--- config.mk ---
export PLATFORM = sky130hd
export DESIGN_NAME = mem_port_arbiter
export DESIGN_NICKNAME = d
export VERILOG_FILES = /design/src/rtl/mem_port_arbiter.sv
export SDC_FILE = /design/constraint.sdc
export NUM_CORES = 1
export LEC_CHECK = 0
export ABC_CLOCK_PERIOD_IN_PS = 3400
export CORE_UTILIZATION = 51
export CTS_BUF_LIST = sky130_fd_sc_hd__clkbuf_2
export DETAILED_ROUTE_END_ITERATION = 8
export PLACE_DENSITY = 0.8
export RECOVER_POWER = 50
export SYNTH_ARGS = -nofsm -noshare
export SYNTH_HDL_FRONTEND = slang
export SYNTH_SLANG_ARGS = --single-unit
--- constraint.sdc ---
create_clock -name clk_in -period 3.4 [get_ports clk_in]
set_input_delay 0.68 -clock clk_in [delete_from_list [all_inputs] [get_ports clk_in]]
set_output_delay 0.68 -clock clk_in [all_outputs]
set_load 0.01 [all_outputs]
--- src/rtl/mem_port_arbiter.sv ---
// rtl/mem_port_arbiter.sv - byte-wide RAM port arbiter for IF/MEM, optional MEM_PORT_ARB_RR_EN round-robin
module mem_port_arbiter #(
  parameter int ADDR_W = 32,
  parameter int RD_LAT = 1
) (
  input  logic              clk_in,
  input  logic              rst_n_in,
  input  logic              rdy_in,
  input  logic              if_req_in,
  input  logic [ADDR_W-1:0] if_addr_in,
  output logic [31:0]       if_data_out,
  output logic              if_done_out,
  input  logic              mem_req_in,
  input  logic              mem_we_in,
  input  logic [1:0]        mem_width_in,
  input  logic [ADDR_W-1:0] mem_addr_in,
  input  logic [31:0]       mem_wdata_in,
  output logic [31:0]       mem_rdata_out,
  output logic              mem_done_out,
  output logic              stall_if_out,
  output logic              stall_mem_out,
  input  logic [7:0]        ram_din_in,
  output logic [7:0]        ram_dout_out,
  output logic [ADDR_W-1:0] ram_a_out,
  output logic              ram_wr_out
);

  localparam logic [1:0] S_IDLE  = 2'd0;
  localparam logic [1:0] S_READ  = 2'd1;
  localparam logic [1:0] S_WRITE = 2'd2;
  localparam logic [1:0] S_DONE  = 2'd3;

  // Read data for the address driven in step s arrives in step s+LAT.
  localparam logic [2:0] LAT = 3'(RD_LAT);

  logic [1:0]        r_state;
  logic [2:0]        r_step;
  logic [2:0]        r_len;
  logic [ADDR_W-1:0] r_addr;
  logic [31:0]       r_wdata;
  logic [31:0]       r_buf;
  logic              r_gnt_mem;
  logic [ADDR_W-1:0] r_ram_a;
  logic [7:0]        r_ram_dout;
  logic              r_ram_wr;
  logic [31:0]       r_if_data;
  logic [31:0]       r_mem_rdata;
  logic              r_if_done;
  logic              r_mem_done;
`ifdef MEM_PORT_ARB_RR_EN
  logic              r_last_mem;
`endif

  logic              w_grant;
  logic              w_pick_mem;
  logic              w_we;
  logic [2:0]        w_len;
  logic [ADDR_W-1:0] w_gaddr;
  logic [2:0]        w_step_inc;
  logic              w_cap;
  logic [1:0]        w_cap_idx;
  logic              w_last_rd;
  logic              w_last_wr;
  logic              w_more;
  logic [ADDR_W-1:0] w_a_next;
  logic [7:0]        w_wbyte;
  logic [31:0]       w_buf_next;

  assign w_grant = if_req_in | mem_req_in;
`ifdef MEM_PORT_ARB_RR_EN
  // On a tie the requester not served last wins.
  assign w_pick_mem = mem_req_in & (~if_req_in | ~r_last_mem);
`else
  assign w_pick_mem = mem_req_in;
`endif
  assign w_we    = w_pick_mem & mem_we_in;
  assign w_gaddr = w_pick_mem ? mem_addr_in : if_addr_in;

  // Transfer length in bytes for the requester being granted.
  always_comb begin
    w_len = 3'd4;
    if (w_pick_mem) begin
      case (mem_width_in)
        2'b00:   w_len = 3'd1;
        2'b01:   w_len = 3'd2;
        default: w_len = 3'd4;
      endcase
    end
  end

  assign w_step_inc = r_step + 3'd1;
  assign w_cap      = (r_step >= LAT);
  assign w_cap_idx  = 2'(r_step - LAT);
  assign w_last_rd  = (r_step == r_len + LAT - 3'd1);
  assign w_last_wr  = (r_step == r_len - 3'd1);
  assign w_more     = (w_step_inc < r_len);
  assign w_a_next   = r_addr + ADDR_W'(w_step_inc);
  assign w_wbyte    = r_wdata[{w_step_inc[1:0], 3'b000} +: 8];

  // Merge the byte returning from RAM into the reassembly buffer.
  always_comb begin
    w_buf_next = r_buf;
    if (w_cap) begin
      w_buf_next[{w_cap_idx, 3'b000} +: 8] = ram_din_in;
    end
  end

  // Main sequencer; rdy_in low acts as a clock enable for all state.
  always_ff @(posedge clk_in or negedge rst_n_in) begin
    if (!rst_n_in) begin
      r_state     <= S_IDLE;
      r_step      <= 3'd0;
      r_len       <= 3'd0;
      r_addr      <= '0;
      r_wdata     <= 32'd0;
      r_buf       <= 32'd0;
      r_gnt_mem   <= 1'b0;
      r_ram_a     <= '0;
      r_ram_dout  <= 8'd0;
      r_ram_wr    <= 1'b0;
      r_if_data   <= 32'd0;
      r_mem_rdata <= 32'd0;
      r_if_done   <= 1'b0;
      r_mem_done  <= 1'b0;
`ifdef MEM_PORT_ARB_RR_EN
      r_last_mem  <= 1'b1;
`endif
    end else if (rdy_in) begin
      case (r_state)
        S_IDLE: begin
          if (w_grant) begin
            r_gnt_mem <= w_pick_mem;
            r_len     <= w_len;
            r_addr    <= w_gaddr;
            r_wdata   <= mem_wdata_in;
            r_step    <= 3'd0;
            r_buf     <= 32'd0;
            r_ram_a   <= w_gaddr;
`ifdef MEM_PORT_ARB_RR_EN
            r_last_mem <= w_pick_mem;
`endif
            if (w_we) begin
              r_ram_dout <= mem_wdata_in[7:0];
              r_ram_wr   <= 1'b1;
              r_state    <= S_WRITE;
            end else begin
              r_state <= S_READ;
            end
          end
        end
        S_READ: begin
          r_step <= w_step_inc;
          r_buf  <= w_buf_next;
          if (w_more) begin
            r_ram_a <= w_a_next;
          end
          if (w_last_rd) begin
            r_state <= S_DONE;
            if (r_gnt_mem) begin
              r_mem_rdata <= w_buf_next;
              r_mem_done  <= 1'b1;
            end else begin
              r_if_data <= w_buf_next;
              r_if_done <= 1'b1;
            end
          end
        end
        S_WRITE: begin
          r_step <= w_step_inc;
          if (w_last_wr) begin
            r_ram_wr   <= 1'b0;
            r_state    <= S_DONE;
            r_mem_done <= 1'b1;
          end else begin
            r_ram_a    <= w_a_next;
            r_ram_dout <= w_wbyte;
          end
        end
        default: begin
          r_if_done  <= 1'b0;
          r_mem_done <= 1'b0;
          r_state    <= S_IDLE;
        end
      endcase
    end
  end

  assign ram_a_out     = r_ram_a;
  assign ram_dout_out  = r_ram_dout;
  assign ram_wr_out    = r_ram_wr & rdy_in;
  assign if_data_out   = r_if_data;
  assign if_done_out   = r_if_done;
  assign mem_rdata_out = r_mem_rdata;
  assign mem_done_out  = r_mem_done;
  assign stall_if_out  = if_req_in & ~r_if_done;
  assign stall_mem_out = mem_req_in & ~r_mem_done;

endmodule

# After elaboration in Yosys (flattened, before gate mapping)
# Index checks and enable logic that the tools add are counted.
dict set report word_totals {
  regBits 212
  latch_bits 0
  ramBits 0
  romBits 0
  input_bits 112
  output_inout_bits 109
  wordCells 101
  n_memories 0
}
dict set report classes {
  add_sub_neg 7
  n_mul 0
  div_mod_pow 0
  n_lt_le_gt_ge 2
  eq_ne 13
  shift 3
  n_mux 33
  bitwise 10
  reduce_logical 19
}
# op n
set ops {}
lappend ops {{2-to-1 mux 32 bit} 6}
lappend ops {{case mux 32 bit (3 select lines)} 1}
lappend ops {{case mux 32 bit (2 select lines)} 1}
lappend ops {{adder 32 x 3 -> 32 bit} 1}
lappend ops {{bitwise mux 32 bit} 1}
lappend ops {{variable shift 8 x 7 -> 32 bit, first input constant} 1}
lappend ops {{variable part select 32 x 6 -> 8 bit} 1}
lappend ops {{variable part select 8 x 7 -> 32 bit} 1}
lappend ops {{2-to-1 mux 8 bit} 3}
lappend ops {{AND reduction 5 bit} 4}
lappend ops {{!= test 2 bit, second input constant} 8}
lappend ops {{case mux 8 bit (2 select lines)} 1}
lappend ops {{AND reduction 4 bit} 4}
lappend ops {{case mux 3 bit (2 select lines)} 2}
lappend ops {{AND reduction 3 bit} 3}
lappend ops {{2-to-1 mux 1 bit} 8}
lappend ops {{2-to-1 mux 2 bit} 4}
lappend ops {{negator 5 -> 7 bit} 1}
lappend ops {{adder 3 x 1 -> 3 bit, second input constant} 2}
lappend ops {{equality test 3 bit} 2}
lappend ops {{2-to-1 mux 3 bit} 2}
lappend ops {{case mux 2 bit (3 select lines)} 1}
lappend ops {{nonzero test 2 bit} 3}
lappend ops {{subtractor 3 x 1 -> 3 bit, second input constant} 2}
lappend ops {{other kinds (13)} 24}

# Longest topological paths before layout
# Gate-level depths: netlist of the first run.
dict set report depth {
  ltp_word 6
  depth_mapped 11
  ltp_nobuf 9
}

# Least setup slack after synthesis of the first run
# Ideal clock, no wire load.
dict set report synth_timing {
  path_kind {register to register}
  from {register r_step[0]}
  to {register r_ram_a[18], in the netlist ram_a_out[18]}
  setup_time_ps 127
  arrival_ps 2648
  required_time_ps 3273
  slack_ps 625
  stages_incl_launch_ff 12
  path_buffers 2
  synth_period_minus_slack_ps 2775
  cell_sequence {dfrtp_1 -> buf_4 -> inv_1 -> ha_1 -> inv_1 -> fa_1 -> nor2b_1 -> clkbuf_1 -> o21ai_0 -> nor4_1 -> xnor2_1 -> o211ai_2}
}
dict set report synth_via {
  elab_chain_cells 4
  elab_cells_between_ends 10
  cone_classes {add/sub (2); order compare (1); eq/ne (3); mux (3); reduce/logical (1)}
}
# element line_no
set synth_lines {}
lappend synth_lines {{start: declaration} 37} ;# logic [2:0] r_step;
lappend synth_lines {{start signal: assignment} 152} ;# r_step <= w_step_inc;
lappend synth_lines {{start signal: assignment} 169} ;# r_step <= w_step_inc;
lappend synth_lines {{adder 3 x 1 -> 3 bit} 91} ;# assign w_step_inc = r_step + 3'd1;
lappend synth_lines {{adder 32 x 3 -> 32 bit / < comparator 3 bit (equally long branches)} {97, 96}}
lappend synth_lines {{2-to-1 mux 32 bit, or another cell as far along} 170} ;# if (w_last_wr) begin
lappend synth_lines {{case mux 32 bit (3 select lines) / AND reduction 5 bit (equally long branches)} n/a}
lappend synth_lines {{end signal: assignment} 138} ;# r_ram_a <= w_gaddr;
lappend synth_lines {{end signal: assignment} 155} ;# r_ram_a <= w_a_next;
lappend synth_lines {{end signal: assignment} 175} ;# r_ram_a <= w_a_next;
lappend synth_lines {{end: declaration} 43} ;# logic [ADDR_W-1:0] r_ram_a;
# Parallel ways exist; a longest one is shown, timed or not. The select of a mux whose other input is x is not followed.
# A chain may end at the register's enable or synchronous reset.

# Worst setup path in the final report of the first run
dict set report layout_timing {
  from {register r_step[1]}
  to {register r_ram_a[25], in the netlist ram_a_out[25]}
}
# Same word-level chain as after synthesis.

==> results of run 1 <==
## worst max-delay path, cell delays in order (launching register included)
cell and delay (ns):
sky130_fd_sc_hd__dfrtp_1 0.51, sky130_fd_sc_hd__inv_1 0.15, sky130_fd_sc_hd__ha_1 0.31, sky130_fd_sc_hd__buf_4 0.21
sky130_fd_sc_hd__ha_1 0.30, sky130_fd_sc_hd__nand3_1 0.23, sky130_fd_sc_hd__a2111oi_4 0.77, sky130_fd_sc_hd__nand4_1 0.21
sky130_fd_sc_hd__xor2_1 0.23, sky130_fd_sc_hd__o211ai_2 0.09
## report_power, final
part	switching (uW)	leakage [uW]	internal (uW)
Sequential	724	0.00273	3450
Combinational	2740	0.00275	2360
Clock	1020	0.000358	677
Total	4480	0.00584	6490
## flip-flops by register name (all words and copies together), names as in the netlist, 2 cells and up
name / flops
r_state: 2
ram_dout_out: 8
r_addr: 32
r_buf: 32
ram_a_out: 32
r_wdata: 32
r_step: 3
if_data_out: 32
r_len: 3
mem_rdata_out: 32
## synthesized netlist by cell type (9+ instances only)
master,instances
sky130_fd_sc_hd__a22o_1,11
sky130_fd_sc_hd__o21ai_1,32
sky130_fd_sc_hd__or3_1,12
sky130_fd_sc_hd__mux2i_1,47
sky130_fd_sc_hd__nor3_1,31
sky130_fd_sc_hd__o21ai_0,91
sky130_fd_sc_hd__a21oi_1,77
sky130_fd_sc_hd__xor2_1,17
sky130_fd_sc_hd__clkbuf_1,26
sky130_fd_sc_hd__nand2_1,224
sky130_fd_sc_hd__buf_2,21
sky130_fd_sc_hd__nor2_1,42
sky130_fd_sc_hd__nor2b_1,11
sky130_fd_sc_hd__nand4_1,9
sky130_fd_sc_hd__nand3_1,42
sky130_fd_sc_hd__xnor2_1,9
sky130_fd_sc_hd__ha_1,17
sky130_fd_sc_hd__inv_1,16
sky130_fd_sc_hd__o211ai_2,10
sky130_fd_sc_hd__dfrtp_1,212
## routing by layer
layer	global-route usage	vias to the layer above	share of wire
li1	-	4204	-
met1	0.357	4175	0.44
met2	0.420	314	0.46
met5	0	-	0
met4	0.0781	0	0.020
met3	0.0659	44	0.074
## how the worst max path moves through the flow
stage	startpoint	end	slack (ns)	depth (start not counted)
finish	r_step[1]$_DFFE_PN0P_	ram_a_out[25]$_DFFE_PN0P_	0.21	9
global route	r_step[1]$_DFFE_PN0P_	ram_a_out[25]$_DFFE_PN0P_	0.05	9
CTS	r_step[1]$_DFFE_PN0P_	ram_a_out[25]$_DFFE_PN0P_	0.19	9
detailed placement	r_step[1]$_DFFE_PN0P_	ram_a_out[25]$_DFFE_PN0P_	0.30	9
global placement	r_step[1]$_DFFE_PN0P_	ram_a_out[31]$_DFFE_PN0P_	0.40	9
floorplan	r_step[0]$_DFFE_PN0P_	ram_a_out[18]$_DFFE_PN0P_	0.62	11
## layout make-up
type,instances,area share
inverters,18,0.00513
diodes,1,0.000190
clock buffers,77,0.0293
multi-input cells,771,0.351
flip-flops and latches,212,0.403
well taps,265,0.0252
clock inverters,14,0.00637
repair buffers,240,0.179
## per-stage QoR
step | instance area (sq um) | hold WS [ns] | power (uW)
2_1_floorplan | 10300 | 0.384 | 7320
4_1_cts | 13200 | 0.278 | 11100
3_3_place_gp | 12700 | 0.454 | 9170
5_1_grt | 13200 | 0.292 | 11800
6_report | 13200 | 0.332 | 11000
3_5_place_dp | 12700 | 0.457 | 9350
## cell families (layout without fill, tap and decap cells)
kind of cell,after synthesis,in the layout,share of synthesized area
muxes,67,67,0.0776
DFF,212,212,0.515
buffers and inverters,80,349,0.0364
adders and majority gates,18,18,0.0226
other,0,1,0
xor gates and xnor gates,27,27,0.0243
AOI/OAI and AO/OA,248,248,0.142
and+or+nand+nor,411,411,0.183
==> results.md, run 1 <==
Outcome:
- The run finished, with violations left.
- The checks that failed: max-capacitance violations, max-slew violations.

Final layout:
- Of the cells placed in the final design, the portion with a size suffix greater than 1 is 0.106.
- Leaving out fill and tap cells, the most frequent cells in the layout are 224 x sky130_fd_sc_hd__nand2_1, 218 x sky130_fd_sc_hd__clkdlybuf4s50_1, 212 x sky130_fd_sc_hd__dfrtp_1.
- Leaving out fill and tap cells, the most frequent cell in the layout is sky130_fd_sc_hd__nand2_1.
- The area growth from synthesis to layout is 27.7%.
- Once layout is complete, the utilization of the core stands at 0.670.
- The filler cells instantiated in the layout total 1616.
- At the end of the flow, the number of nets in the layout was 1425.
- In the final layout, the multi-input gates occupy 4620 sq um.
- The area used by sequential logic in the layout is 5310 sq um.
- The final cell count without fillers is 1598.

Detailed routing:
- Dividing the detail-routed via count by the number of cells gives 5.47.
- The initial DRC count is 421.
- For this run, design rule violations remaining after detail routing come to 0.
- Dividing the detail-routed wire length by the instance count gives 16.7 um.
- The number of nets with antenna violations after routing is 0.
- The iteration count of the initial detailed-routing pass is 5.
- Summing over every cut layer, the via total after detailed routing is 8737.
- The final layout contains routed wiring with a total length of 26700 um.

Global routing:
- The number of global-route vias before repair was 8581.
- In the global route stage, overall resource usage came out at 0.264.
- The initial antenna violation count is 1.
- Entering global routing, the biggest net connects 127 pins.
- The first global-routing pass estimated 42900 um of wire.
- The total overflow left after global routing is 0.

Worst hold path:
- The number of instances on the worst hold path is 3.
- The worst hold path begins at mem_req_in.
- In this run the worst hold path is classified as input pin to flop.
- The worst hold endpoint is r_gnt_mem$_DFFE_PN0P_.

STA:
- The sum of negative setup slack is 0 ns.
- The worst path in the final design needs a cycle of 3.19 ns, including I/O delays and setup.
- Setup repair after global routing left no endpoint under its margin.
- Once routing completed, OpenROAD measured the worst setup slack at 0.214 ns.
- In the finished design, the share of the clock period the worst path needs comes to 0.937.
- The clock skew is 0.0543 ns.
- The max-slew violation total from the final report is 121.
- Setup violations remaining at the end of the flow were counted as 0.
- The final hold violation count is 0.
- The remaining max-slew budget at the tightest pin is -0.454.
- The fmax is 314 MHz.
- At the pin with the least slew margin, the transition time is 2.18 ns.

Critical path:
- The critical path in this run is classified as flop to flop.
- Along the worst path, the maximum fanout reaches 12.
- The capture point of the worst reg-to-reg path is ram_a_out[25]$_DFFE_PN0P_.
- For the worst setup path, the data required time is 4.05 ns.
- The endpoint type of the worst setup path is a flop.
- Setup slack on the worst reg-to-reg path comes out at 0.21 ns.
- The signal arrival time at the worst endpoint is 3.83 ns.
- The kind of start point of the critical path is a flop.
- The depth of the most critical reg-to-reg path is 9.
- The beginning of the worst register-to-register path is r_step[1]$_DFFE_PN0P_.

Clocking:
- The clock tree from TritonCTS is built.
- The number of sinks handled by clock tree synthesis is 212.
- The count of cells resized by post-cts repair is 0.
- The clock edge transition at the registers on the reported setup and hold paths is 0.11 ns.
- Clock tree synthesis selected as its root buffer the cell sky130_fd_sc_hd__clkbuf_2.
- The total clock buffers created by CTS is 52.
- The clock latency on the worst-skew pair is 0.82 ns.
- The number of hold buffers added after CTS was 1.
- CTS built an H-tree with a depth of 2.
- The number of setup buffers added after CTS is 0.
- The longest clock path from root to sink contains 3 buffers.

Power:
- For this design the static power due to leakage is 0.00584 uW.
- IR analysis of the VDD net gives a maximum drop of 405 uV.
- Dividing total power by cell area gives a power density of 834 nW/um^2.

Yosys:
- After synthesis the netlist holds a flip-flop and latch count of 212.
- In the synthesized netlist the async set-or-reset flop fraction comes to 1.00.
- The synthesized net count is 1193.
- Of the post-synthesis cell area, the dominant cell type holds 0.515.
- The area of the mapped netlist is 10300 sq um.
- The number of flops mapped to enable cells by yosys is 0.
- The total of warnings raised by yosys is 0.
- The biggest area contributor in the post-synthesis netlist is sky130_fd_sc_hd__dfrtp_1.
- Counting every instance in the synthesized netlist gives 1063.
- The number of distinct library cell variants in the gate-level netlist after synthesis is 62.
- A synthesized cell averages 9.70 sq um.
- The main flop type after synthesis is sky130_fd_sc_hd__dfrtp_1.
- By area the synthesized netlist is led by sky130_fd_sc_hd__dfrtp_1 51%, sky130_fd_sc_hd__nand2_1 8.2%, sky130_fd_sc_hd__mux2i_1 4.6%.
- For this run, the register share of the synthesized area comes to 0.515.

Die:
- The die is 144 um wide.
- The site row count is 51.
- The number of placed I/O pins is 221.
- The initial utilization of the core area, before any placement, comes to 0.525.
- The core region is 19700 sq um.
- The floorplan step defined a die boundary enclosing 20800 sq um.
- From bottom edge to top edge, the die measures 144 um.

Flow run:
- The max-cap check violation count is 2.

Placed design:
- The HPWL after detailed placement is 18400 um.
- The number of instances in the placed design is 1505.
- The final weighted congestion of routability-driven global placement is 0.842.
- Prior to clock tree synthesis, the placed netlist has a worst setup slack of 0.303 ns.
- The count of input and output buffers is 220.
Note: power is estimated with default switching activity, not from simulation.
==> run 2: changes to the inputs <==
--- a/config.mk
+++ b/config.mk
@@ -9,6 +9,7 @@
 export CORE_UTILIZATION = 51
 export CTS_BUF_LIST = sky130_fd_sc_hd__clkbuf_2
 export DETAILED_ROUTE_END_ITERATION = 8
+export GPL_ROUTABILITY_DRIVEN = 0
 export PLACE_DENSITY = 0.8
 export RECOVER_POWER = 50
 export SYNTH_ARGS = -nofsm -noshare
==> results of run 2 <==
Final layout, timing and power as in run 1 (identical DEF).
